[config.mk]
export PLATFORM = sky130hd
export DESIGN_NAME = uart_tx_mmio
export DESIGN_NICKNAME = d
export VERILOG_FILES = /design/src/rtl/uart_tx_mmio.sv
export SDC_FILE = /design/constraint.sdc
export NUM_CORES = 1
export LEC_CHECK = 0
export ABC_CLOCK_PERIOD_IN_PS = 6300
export CORE_MARGIN = 2
export CORE_UTILIZATION = 61
export DETAILED_ROUTE_END_ITERATION = 10
export GPL_TIMING_DRIVEN = 0
export HOLD_SLACK_MARGIN = 0.1
export PLACE_DENSITY = 0.85
export SLEW_MARGIN = 40
export SYNTH_ARGS = -nofsm -noshare
export SYNTH_HDL_FRONTEND = slang
export SYNTH_SLANG_ARGS = --single-unit
[constraint.sdc]
create_clock -name clk -period 6.3 [get_ports clk]
set_input_delay 1.89 -clock clk [delete_from_list [all_inputs] [get_ports clk]]
set_output_delay 1.89 -clock clk [all_outputs]
set_load 0.01 [all_outputs]
[src/rtl/uart_tx_mmio.sv]
// Memory-mapped 8N1 UART transmitter for a single-cycle core: stores fill a byte
// FIFO, a baud-timed serializer drains it onto tx; reads are combinational.
module uart_tx_mmio #(
  parameter logic [31:0] BASE_ADDR   = 32'h0000_1000,
  parameter int          FIFO_DEPTH  = 16,
  parameter logic [15:0] DEFAULT_DIV = 16'd434
) (
  input  logic        clk,
  input  logic        reset,
  input  logic [31:0] Addr,
  input  logic [31:0] WriteData,
  input  logic        MemWrite,
  output logic [31:0] ReadData,
  output logic        Hit,
  output logic        tx
);

  localparam int CW = $clog2(FIFO_DEPTH) + 1;
  localparam int PW = CW - 1;

  typedef enum logic [1:0] {IDLE, START, DATA, STOP} state_t;

  logic [7:0]    mem [FIFO_DEPTH];
  logic [PW-1:0] wr_ptr, rd_ptr;
  logic [CW-1:0] count;
  logic          overflow;
  logic [15:0]   baud_div;

  state_t        state, state_d;
  logic [7:0]    shift, shift_d;
  logic [2:0]    bit_idx, bit_idx_d;
  logic [15:0]   baud_cnt, baud_cnt_d;
  logic [15:0]   div_q, div_d;
  logic          tx_d;
  logic          pop, start_frame;

  logic          wr_en, push, accept, full, empty;
  logic [31:0]   status;
  logic          unused;

  assign Hit    = (Addr[31:4] == BASE_ADDR[31:4]);
  assign wr_en  = MemWrite && Hit;
  assign push   = wr_en && (Addr[3:2] == 2'd0);
  assign full   = (count == CW'(FIFO_DEPTH));
  assign empty  = (count == '0);
  assign accept = push && (!full || pop);
  assign unused = ^{Addr[1:0], WriteData[31:16]};

  always_comb begin
    status          = '0;
    status[0]       = (state != IDLE);
    status[1]       = full;
    status[2]       = empty;
    status[3]       = overflow;
    status[8 +: CW] = count;
  end

  always_comb begin
    ReadData = '0;
    if (Hit) begin
      case (Addr[3:2])
        2'd1:    ReadData = status;
        2'd2:    ReadData = {16'b0, baud_div};
        default: ReadData = '0;
      endcase
    end
  end

  // NOTE: every signal driven here gets a default first, so no path can infer a latch.
  always_comb begin
    state_d     = state;
    shift_d     = shift;
    bit_idx_d   = bit_idx;
    baud_cnt_d  = baud_cnt;
    div_d       = div_q;
    start_frame = 1'b0;
    case (state)
      IDLE:  start_frame = !empty;
      START: begin
        if (baud_cnt == '0) begin
          state_d    = DATA;
          bit_idx_d  = '0;
          baud_cnt_d = div_q - 16'd1;
        end else begin
          baud_cnt_d = baud_cnt - 16'd1;
        end
      end
      DATA: begin
        if (baud_cnt == '0) begin
          baud_cnt_d = div_q - 16'd1;
          if (bit_idx == 3'd7) begin
            state_d = STOP;
          end else begin
            shift_d   = shift >> 1;
            bit_idx_d = bit_idx + 3'd1;
          end
        end else begin
          baud_cnt_d = baud_cnt - 16'd1;
        end
      end
      STOP: begin
        if (baud_cnt == '0) begin
          start_frame = !empty;
          state_d     = IDLE;
        end else begin
          baud_cnt_d = baud_cnt - 16'd1;
        end
      end
      default: state_d = IDLE;
    endcase
    // Divider is sampled only here, so a mid-frame BAUDDIV write waits for the next frame.
    if (start_frame) begin
      state_d    = START;
      shift_d    = mem[rd_ptr];
      div_d      = baud_div;
      baud_cnt_d = baud_div - 16'd1;
    end
    pop  = start_frame;
    tx_d = (state_d == START) ? 1'b0 :
           (state_d == DATA)  ? shift_d[0] : 1'b1;
  end

  // NOTE: sequential state uses non-blocking assignments so all registers update together.
  always_ff @(posedge clk) begin
    if (reset) begin
      state    <= IDLE;
      shift    <= '0;
      bit_idx  <= '0;
      baud_cnt <= '0;
      div_q    <= DEFAULT_DIV;
      tx       <= 1'b1;
      wr_ptr   <= '0;
      rd_ptr   <= '0;
      count    <= '0;
      overflow <= 1'b0;
      baud_div <= DEFAULT_DIV;
    end else begin
      state    <= state_d;
      shift    <= shift_d;
      bit_idx  <= bit_idx_d;
      baud_cnt <= baud_cnt_d;
      div_q    <= div_d;
      tx       <= tx_d;
      if (accept) wr_ptr <= wr_ptr + PW'(1);
      if (pop)    rd_ptr <= rd_ptr + PW'(1);
      case ({accept, pop})
        2'b10:   count <= count + CW'(1);
        2'b01:   count <= count - CW'(1);
        default: count <= count;
      endcase
      if (push && !accept)
        overflow <= 1'b1;
      else if (wr_en && (Addr[3:2] == 2'd1) && WriteData[3])
        overflow <= 1'b0;
      if (wr_en && (Addr[3:2] == 2'd2))
        baud_div <= (WriteData[15:0] == 16'd0) ? 16'd1 : WriteData[15:0];
    end
  end

  // NOTE: FIFO storage is deliberately not reset; count and pointers alone define its contents.
  always_ff @(posedge clk) begin
    if (accept) mem[wr_ptr] <= WriteData[7:0];
  end

endmodule

==> results of run 1 <==
[cells by family after synthesis]
| logic type | after synthesis |
|---|---|
| AO/OA/AOI/OAI | 131 |
| XOR/XNOR | 35 |
| adder cells (fa/ha/maj) | 22 |
| flip-flops | 208 |
| buffers and inverters | 87 |
| multiplexers | 54 |
| AND/OR/NAND/NOR | 259 |
| other | 1 |
[per-stage QoR]
step / setup WS (ns) / cell area (um^2) / TNS, ns
5_1_grt: 0.00158 / 11500 / 0
4_1_cts: 0.0947 / 11500 / 0
6_report: 0.144 / 11500 / 0
2_1_floorplan: 1.18 / 9780 / 0
3_3_place_gp: 0.0273 / 10700 / 0
3_5_place_dp: -0.0390 / 10700 / -0.0396
[worst paths after layout]
check | end
hold / removal | div_q[15]$_SDFFE_PP0N_
hold reg to reg | div_q[15]$_SDFFE_PP0N_
setup / recovery | ReadData[11]
setup reg to reg | count[4]$_SDFFE_PP0P_
[synthesized netlist by cell type (all sizes together) (7+ instances only)]
master and n:
mux2i 10, a211oi 18, dfxtp 80, xnor2 20, xor2 15, mux4 40
clkbuf 26, edfxtp 128, buf 34, and3 9, a21oi 33, inv 26
nand2 69, nand3 14, ha 21, o21ai 12, nor3 19, nor2 80
nor4 24, nand4 7, a22oi 20
[per-layer routing]
| layer | global-route usage [%] | vias up |
|---|---|---|
| li1 | - | 3191 |
| met1 | 40.5 | 3445 |
| met2 | 52.4 | 497 |
| met3 | 4.59 | 112 |
| met4 | 13.3 | 0 |
| met5 | 0 | - |
[sequential cells by signal, summed over array words and instances (netlist names), named ones only]
name / flops
overflow: 1
baud_cnt: 16
shift: 8
mem: 128
state: 2
count: 5
tx: 1
baud_div: 16
rd_ptr: 4
bit_idx: 3
wr_ptr: 4
div_q: 16
[power by group through the flow]
stage,Combinational (mW),Sequential [mW],Clock (mW)
global route,1.30,1.62,1.33
global placement,1.14,1.63,0
floorplan,0.837,1.62,0
CTS,1.19,1.61,1.28
detailed placement,1.16,1.64,0
finish,1.21,1.62,1.27
[layout make-up]
cell class / instances / area [um^2]
plain buffers: 61 / 317
clock inverters: 8 / 93.8
fillers: 1020 / 4230
multi-input cells: 517 / 3980
flip-flops and latches: 208 / 5450
well taps: 216 / 270
repair buffers: 67 / 663
clock buffers: 31 / 616
inverters: 26 / 97.6
[tightest hold or removal path: cells and delay by family, from the launching register on]
| kind | cells | cell delay (ns) |
|---|---|---|
| flops | 1 | 0.32 |
| simple gates | 1 | 0.06 |
| compound gates | 1 | 0.06 |
[repair_timing]
item	4_1_cts	5_1_grt
endpoints found under the setup margin	9	9
gates resized for setup	1	1
buffers inserted	0	1
pin swaps	0	1
==> impl_metrics.toml, run 1 <==
[route]
drt-total-wl_mm = 25.7
wl_met2_mm = 12.6
drc = 0
dr_wl_met3_mm = 2.21
drt-initial-drc-count = 834
top_layer_used = "met4"
final_antenna_net_count = 0
vias_per_cell = 6.39
wl_met1_mm = 9.57
dr.pass1.iters = 6
vias = 7245
routedWlPerCell_um = 22.7

[setup_path]
slowest_delay_ns = 0.56
cp-end-kind = "output pin"
criticalPathCategory = "primary input to output pin"
crit_buf_inv = 3
crit_chain = "clkdlybuf4s50_1 -> nor4_1 -> nand4_1 -> nor2_1 -> clkbuf_2 -> nand2_2 -> nor2_1 -> clkdlybuf4s50_1"
crit_arrival_ns = 4.27
crit_fanout = 10
regToRegSetupSlack_ns = 2.68
r2r_start = "baud_cnt[0]$_SDFFE_PP0P_"
worstSetupStartpoint = "Addr[18]"
path_delay_family = "buffers and inverters"
crit_slowest_cell = "clkdlybuf4s50_1"
cp.required_ns = 4.41
r2r_cells = 14
cp_num_cells = 8
crit_path_start_kind = "primary input"

[sta]
hold_viol = 0
tightest_slew_ns = 0.882
setup_viol = 0
finalMaxSlewViolations = 0
slew-limit-headroom_pct = 40.7
period_needed_ns = 6.16
rsz0062_at_grt = "no"
fin_skew_ns = 0.0318
fmax_ghz = 0.162
period_share_pct = 97.7
whs_ns = 0.474

[yosys]
synth-xor-area-share_pct = 3.15
synthSimpleGateAreaFrac_pct = 13.3
yosysSeqAreaShare_pct = 56.0
synth_edf_count = 128
synthFlopType = "edfxtp_1"
synth_compound_area_share_pct = 9.59
synth_area_mm2 = 0.00972
synth_top_family_by_area = "simple AND/OR/NAND/NOR gates"
synth_area_leaders = "edfxtp_1, dfxtp_1, mux4_2, nor2_1, ha_1"
synth_area_per_cell_um2 = 12.2
muxShareOfSynthArea_pct = 10.8
yosys_warnings = 0
synth_seq_cells = 208
async_flop_share_pct = 0
yosys.area_share.adder_pct = 2.91
yosys.area.top_type_share_pct = 39.5
synth_cell_type_count = 71
netlist_instances = 797
synth_top_area_cell = "edfxtp_1"

[worst_hold_path]
hp-class = "register to register"
hold_path.startpoint = "div_q[15]$_SDFFE_PP0N_"
holdPathStages = 2

[finish]
syn_to_final_growth_pct = 18.0
final_nets = 992
final_cell_mix = "edfxtp_1, dfxtp_1, nor2_1"
drive_gt1_share_pct = 14.5
diodes = 0
post-route-util_pct = 73.1
final-instance-count-excl-fill = 1134
mostFrequentLayoutCell = "edfxtp_1"

[pwr]
swShare_pct = 33.3
power.density_mw_per_mm2 = 357
intPower_mw = 2.74
p_seq_share_pct = 39.4
p_sw_mw = 1.37
ir_worst_vdd_uv = 264
power.share.combinational_pct = 29.6
p_total_mw = 4.10
p_clk_share_pct = 31.0
p_leak_nw = 3.86

[global_routing]
grt_pass1_wl_mm = 39.6
antenna_found_initial = 0
grt_max_degree = 20
grt_usage_pct = 31.1
grt_pass1_vias = 7111
grt_overflow_total = 0

[cts]
h-tree-depth = 1
clockBufferDepth = 3
cts_tree = "built"
clock_latency_ns = 0.53
cts_hold_buf = 0
clk_pin_slew_worst_paths_ns = 0.06
cts_made_buffers = 22
clock-sinks = 208
cts-root-buf = "clkbuf_16"

[floorplanning]
fp.dieW_um = 130
std_cell_rows = 46
dieHeight_um = 130
initial_core_util_pct = 61.9
dieArea_mm2 = 0.0170
design.core.area_mm2 = 0.0157
ioPinCount = 101

[status]
outcome = "finished, final reports clean"

[placement]
dp_hpwl_mm = 16.9
numPortBuffers = 66
dp_cells = 1094
routabilityCongestion = 0.897

[flow_run]
max_cap_viol_count = 0
(Power assumes the default switching activity.)
==> run 2, diff against run 1 <==
--- a/config.mk
+++ b/config.mk
@@ -5,13 +5,16 @@
 export SDC_FILE = /design/constraint.sdc
 export NUM_CORES = 1
 export LEC_CHECK = 0
-export ABC_CLOCK_PERIOD_IN_PS = 6300
+export ABC_AREA = 1
+export ABC_CLOCK_PERIOD_IN_PS = 5800
+export CELL_PAD_IN_SITES_DETAIL_PLACEMENT = 2
+export CELL_PAD_IN_SITES_GLOBAL_PLACEMENT = 2
 export CORE_MARGIN = 2
-export CORE_UTILIZATION = 61
+export CORE_UTILIZATION = 35
 export DETAILED_ROUTE_END_ITERATION = 10
 export GPL_TIMING_DRIVEN = 0
 export HOLD_SLACK_MARGIN = 0.1
-export PLACE_DENSITY = 0.85
+export PLACE_DENSITY_LB_ADDON = 0.1
 export SLEW_MARGIN = 40
 export SYNTH_ARGS = -nofsm -noshare
 export SYNTH_HDL_FRONTEND = slang
==> constraint.sdc (replaced) <==
create_clock -name clk -period 5.8 [get_ports clk]
set_input_delay 1.74 -clock clk [delete_from_list [all_inputs] [get_ports clk]]
set_output_delay 1.74 -clock clk [all_outputs]
set_load 0.01 [all_outputs]
==> run 2 against run 1 <==
Compared with the run above:
- core utilization is 31 points lower
- non-clock buffer count is 1 higher
- hold slack worse by 0.0089 ns
- worst setup slack better by 0.091 ns
- clock skew is 0.020 ns lower
- largest power group is now combinational logic
- synthesized area is 7.4% higher
==> impl_metrics.toml, run 2 <==
[setup_path]
path_delay_family = "buffers and inverters"
reg2reg_to = "count[4]$_SDFFE_PP0P_"
crit_fanout = 10
crit_slowest_cell = "clkdlybuf4s50_1"
crit_path_start_kind = "primary input"
r2r_cells = 19
criticalPathCategory = "primary input to output pin"
regToRegSetupSlack_ns = 2.83
cp_num_cells = 6
cp.required_ns = 4.06
cp-end-kind = "output pin"
crit_arrival_ns = 3.82
crit_chain = "clkdlybuf4s50_1 -> inv_1 -> ha_2 -> inv_1 -> nor3_1 -> clkdlybuf4s50_1"
slowest_delay_ns = 0.61
crit_buf_inv = 4
r2r_start = "baud_cnt[0]$_SDFFE_PP0P_"

[floorplanning]
dieArea_mm2 = 0.0312
initial_core_util_pct = 35.4
std_cell_rows = 63
design.core.area_mm2 = 0.0295
fp.dieW_um = 177
dieHeight_um = 177
ioPinCount = 101

[global_routing]
busiest_layer = "met2"
grt_use_met3_pct = 3.74
grt_max_degree = 20
grt_overflow_total = 0
use_met2_pct = 42.4
antenna_found_initial = 0
grt_pass1_wl_mm = 60.1
grt_usage_pct = 25.6
grt_pass1_vias = 10000
met1_usage_pct = 35.0

[cts]
postCtsSetupRepairBufs = 0
clk_pin_slew_worst_paths_ns = 0.06
post_cts_resized = 2
clockBufferDepth = 3
cts_tree = "built"
clock-sinks = 208
cts_hold_buf = 0
h-tree-depth = 1
clock_latency_ns = 0.54
cts-root-buf = "clkbuf_16"
cts_made_buffers = 25

[yosys]
yosys_warnings = 0
synthFlopType = "edfxtp_1"
yosysSeqAreaShare_pct = 52.2
synth_edf_count = 128
synth_seq_cells = 208
synth_area_leaders = "edfxtp_1, dfxtp_1, nand2_1, nor2_1, o21ai_0"
synth_area_mm2 = 0.0104
synth_most_common_cell = "nand2_1"
async_flop_share_pct = 0
synth_top_area_cell = "edfxtp_1"
synth_cell_type_count = 50
synth_common_cells = "nand2_1, nor2_1, edfxtp_1"
yosys.area.top_type_share_pct = 36.8
netlist_instances = 1216
synth_area_per_cell_um2 = 8.59

[worst_hold_path]
holdPathStages = 2
min_to = "shift[7]$_SDFFE_PP0P_"
hp-class = "register to register"
hold_path.startpoint = "shift[7]$_SDFFE_PP0P_"

[sta]
setup_viol = 0
fin_setup_tns_ns = 0
period_share_pct = 95.9
period_needed_ns = 5.56
fin_skew_ns = 0.0122
hold_viol = 0
rsz0062_at_grt = "no"
slew-limit-headroom_pct = 45.0
fmax_ghz = 0.180
finalMaxSlewViolations = 0
tightest_slew_ns = 0.825
timing.final.ws_setup_ns = 0.235

[route]
drt-total-wl_mm = 39.4
final_antenna_net_count = 0
dr.pass1.iters = 5
drc = 0
routedWlPerCell_um = 22.7
vias_per_cell = 5.31
vias = 9199
drt-initial-drc-count = 642

[finish]
regMostFlops = "mem"
final_nets = 1412
drive_gt1_share_pct = 9.76
fill_cells = 3356
stdcell_area_mm2 = 0.0125
final_cell_mix = "nand2_1, nor2_1, edfxtp_1"
mostFrequentLayoutCell = "nand2_1"
largest_register_ffs = 128
final-instance-count-excl-fill = 1733
syn_to_final_growth_pct = 19.7

[status]
outcome = "finished, final reports clean"

[pwr]
ir_worst_vdd_uv = 226
p_leak_nw = 4.77
power.density_mw_per_mm2 = 474

[placement]
dpl_cell_area_mm2 = 0.0117
pre_cts_ws_ns = -0.125
dp_cells = 1687
routabilityCongestion = 0.829
numPortBuffers = 66
dp_hpwl_mm = 28.7

[flow_run]
max_cap_viol_count = 0
[run 2: cell types whose count changed in the layout (fill, tap and decap cells not counted), sizes merged, moves of 27 or more]
| cell | delta |
|---|---|
| a21oi | +27 |
| inv | +97 |
| mux4 | -40 |
| nand2 | +141 |
| nand3 | +68 |
| nor2 | +119 |
| o21ai | +107 |
[run 2: final cells by class]
class	count	area (um^2)	share of cell area (%)
Inverter	126	473	3.78
Clock buffer	35	673	5.38
Tap cell	390	488	3.90
Multi-Input combinational cell	833	4270	34.2
Sequential cell	208	5450	43.6
Antenna cell	1	2.50	0.0200
Clock inverter	11	149	1.19
Buffer	63	359	2.87
Timing Repair Buffer	66	641	5.12
[run 2: worst max-delay path by stage]
stage	start	endpoint	slack [ns]
final	Addr[2]	ReadData[15]	0.24
after global routing	Addr[27]	ReadData[8]	0.03
after CTS	Addr[23]	ReadData[3]	0.008
after detailed placement	Addr[23]	ReadData[3]	-0.12
after global placement	Addr[19]	ReadData[3]	-0.11
after floorplan	Addr[21]	ReadData[10]	1.27
[run 2: logic make-up (layout without fill, tap and decap cells)]
| kind of cell | after synthesis | after routing | synth area share (%) |
|---|---|---|---|
| other | 1 | 17 | 0.0359 |
| buffers and inverters | 190 | 301 | 7.98 |
| AOI/OAI and AO/OA | 239 | 239 | 13.2 |
| DFF | 208 | 208 | 52.2 |
| and+or+nand+nor | 530 | 530 | 21.7 |
| xor gates and xnor gates | 26 | 26 | 2.18 |
| adders and majority gates | 22 | 22 | 2.71 |
[run 2: metrics by stage]
step / power, mW / hold slack (ns) / utilization, %
after global placement: 4.21 / 0.454 / 39.5
after detailed placement: 4.31 / 0.456 / 39.6
after CTS: 5.95 / 0.464 / 42.4
final: 5.92 / 0.466 / 42.4
after global routing: 6.30 / 0.500 / 42.4
after floorplan: 3.41 / 0.434 / -
[run 2: power by group]
group          internal (mW)  total, mW  switching, mW  leakage (nW)
logic                  0.748       2.51           1.76          2.57
clock network          0.949       1.60          0.649         0.396
registers               1.70       1.81          0.115          1.81
[run 2: tightest hold or removal path, cell delays in order (launching register included)]
cell,delay (ns)
dfxtp_1,0.31
nand2_1,0.06
a21oi_1,0.05
[run 2: per-layer routing]
metal / wire [um] / up-vias / share of wire [%]
met5: 0 / - / 0
met4: 936 / 0 / 2.4
met3: 1930 / 62 / 4.9
met2: 18200 / 253 / 46
met1: 18300 / 4610 / 46
li1: - / 4274 / -
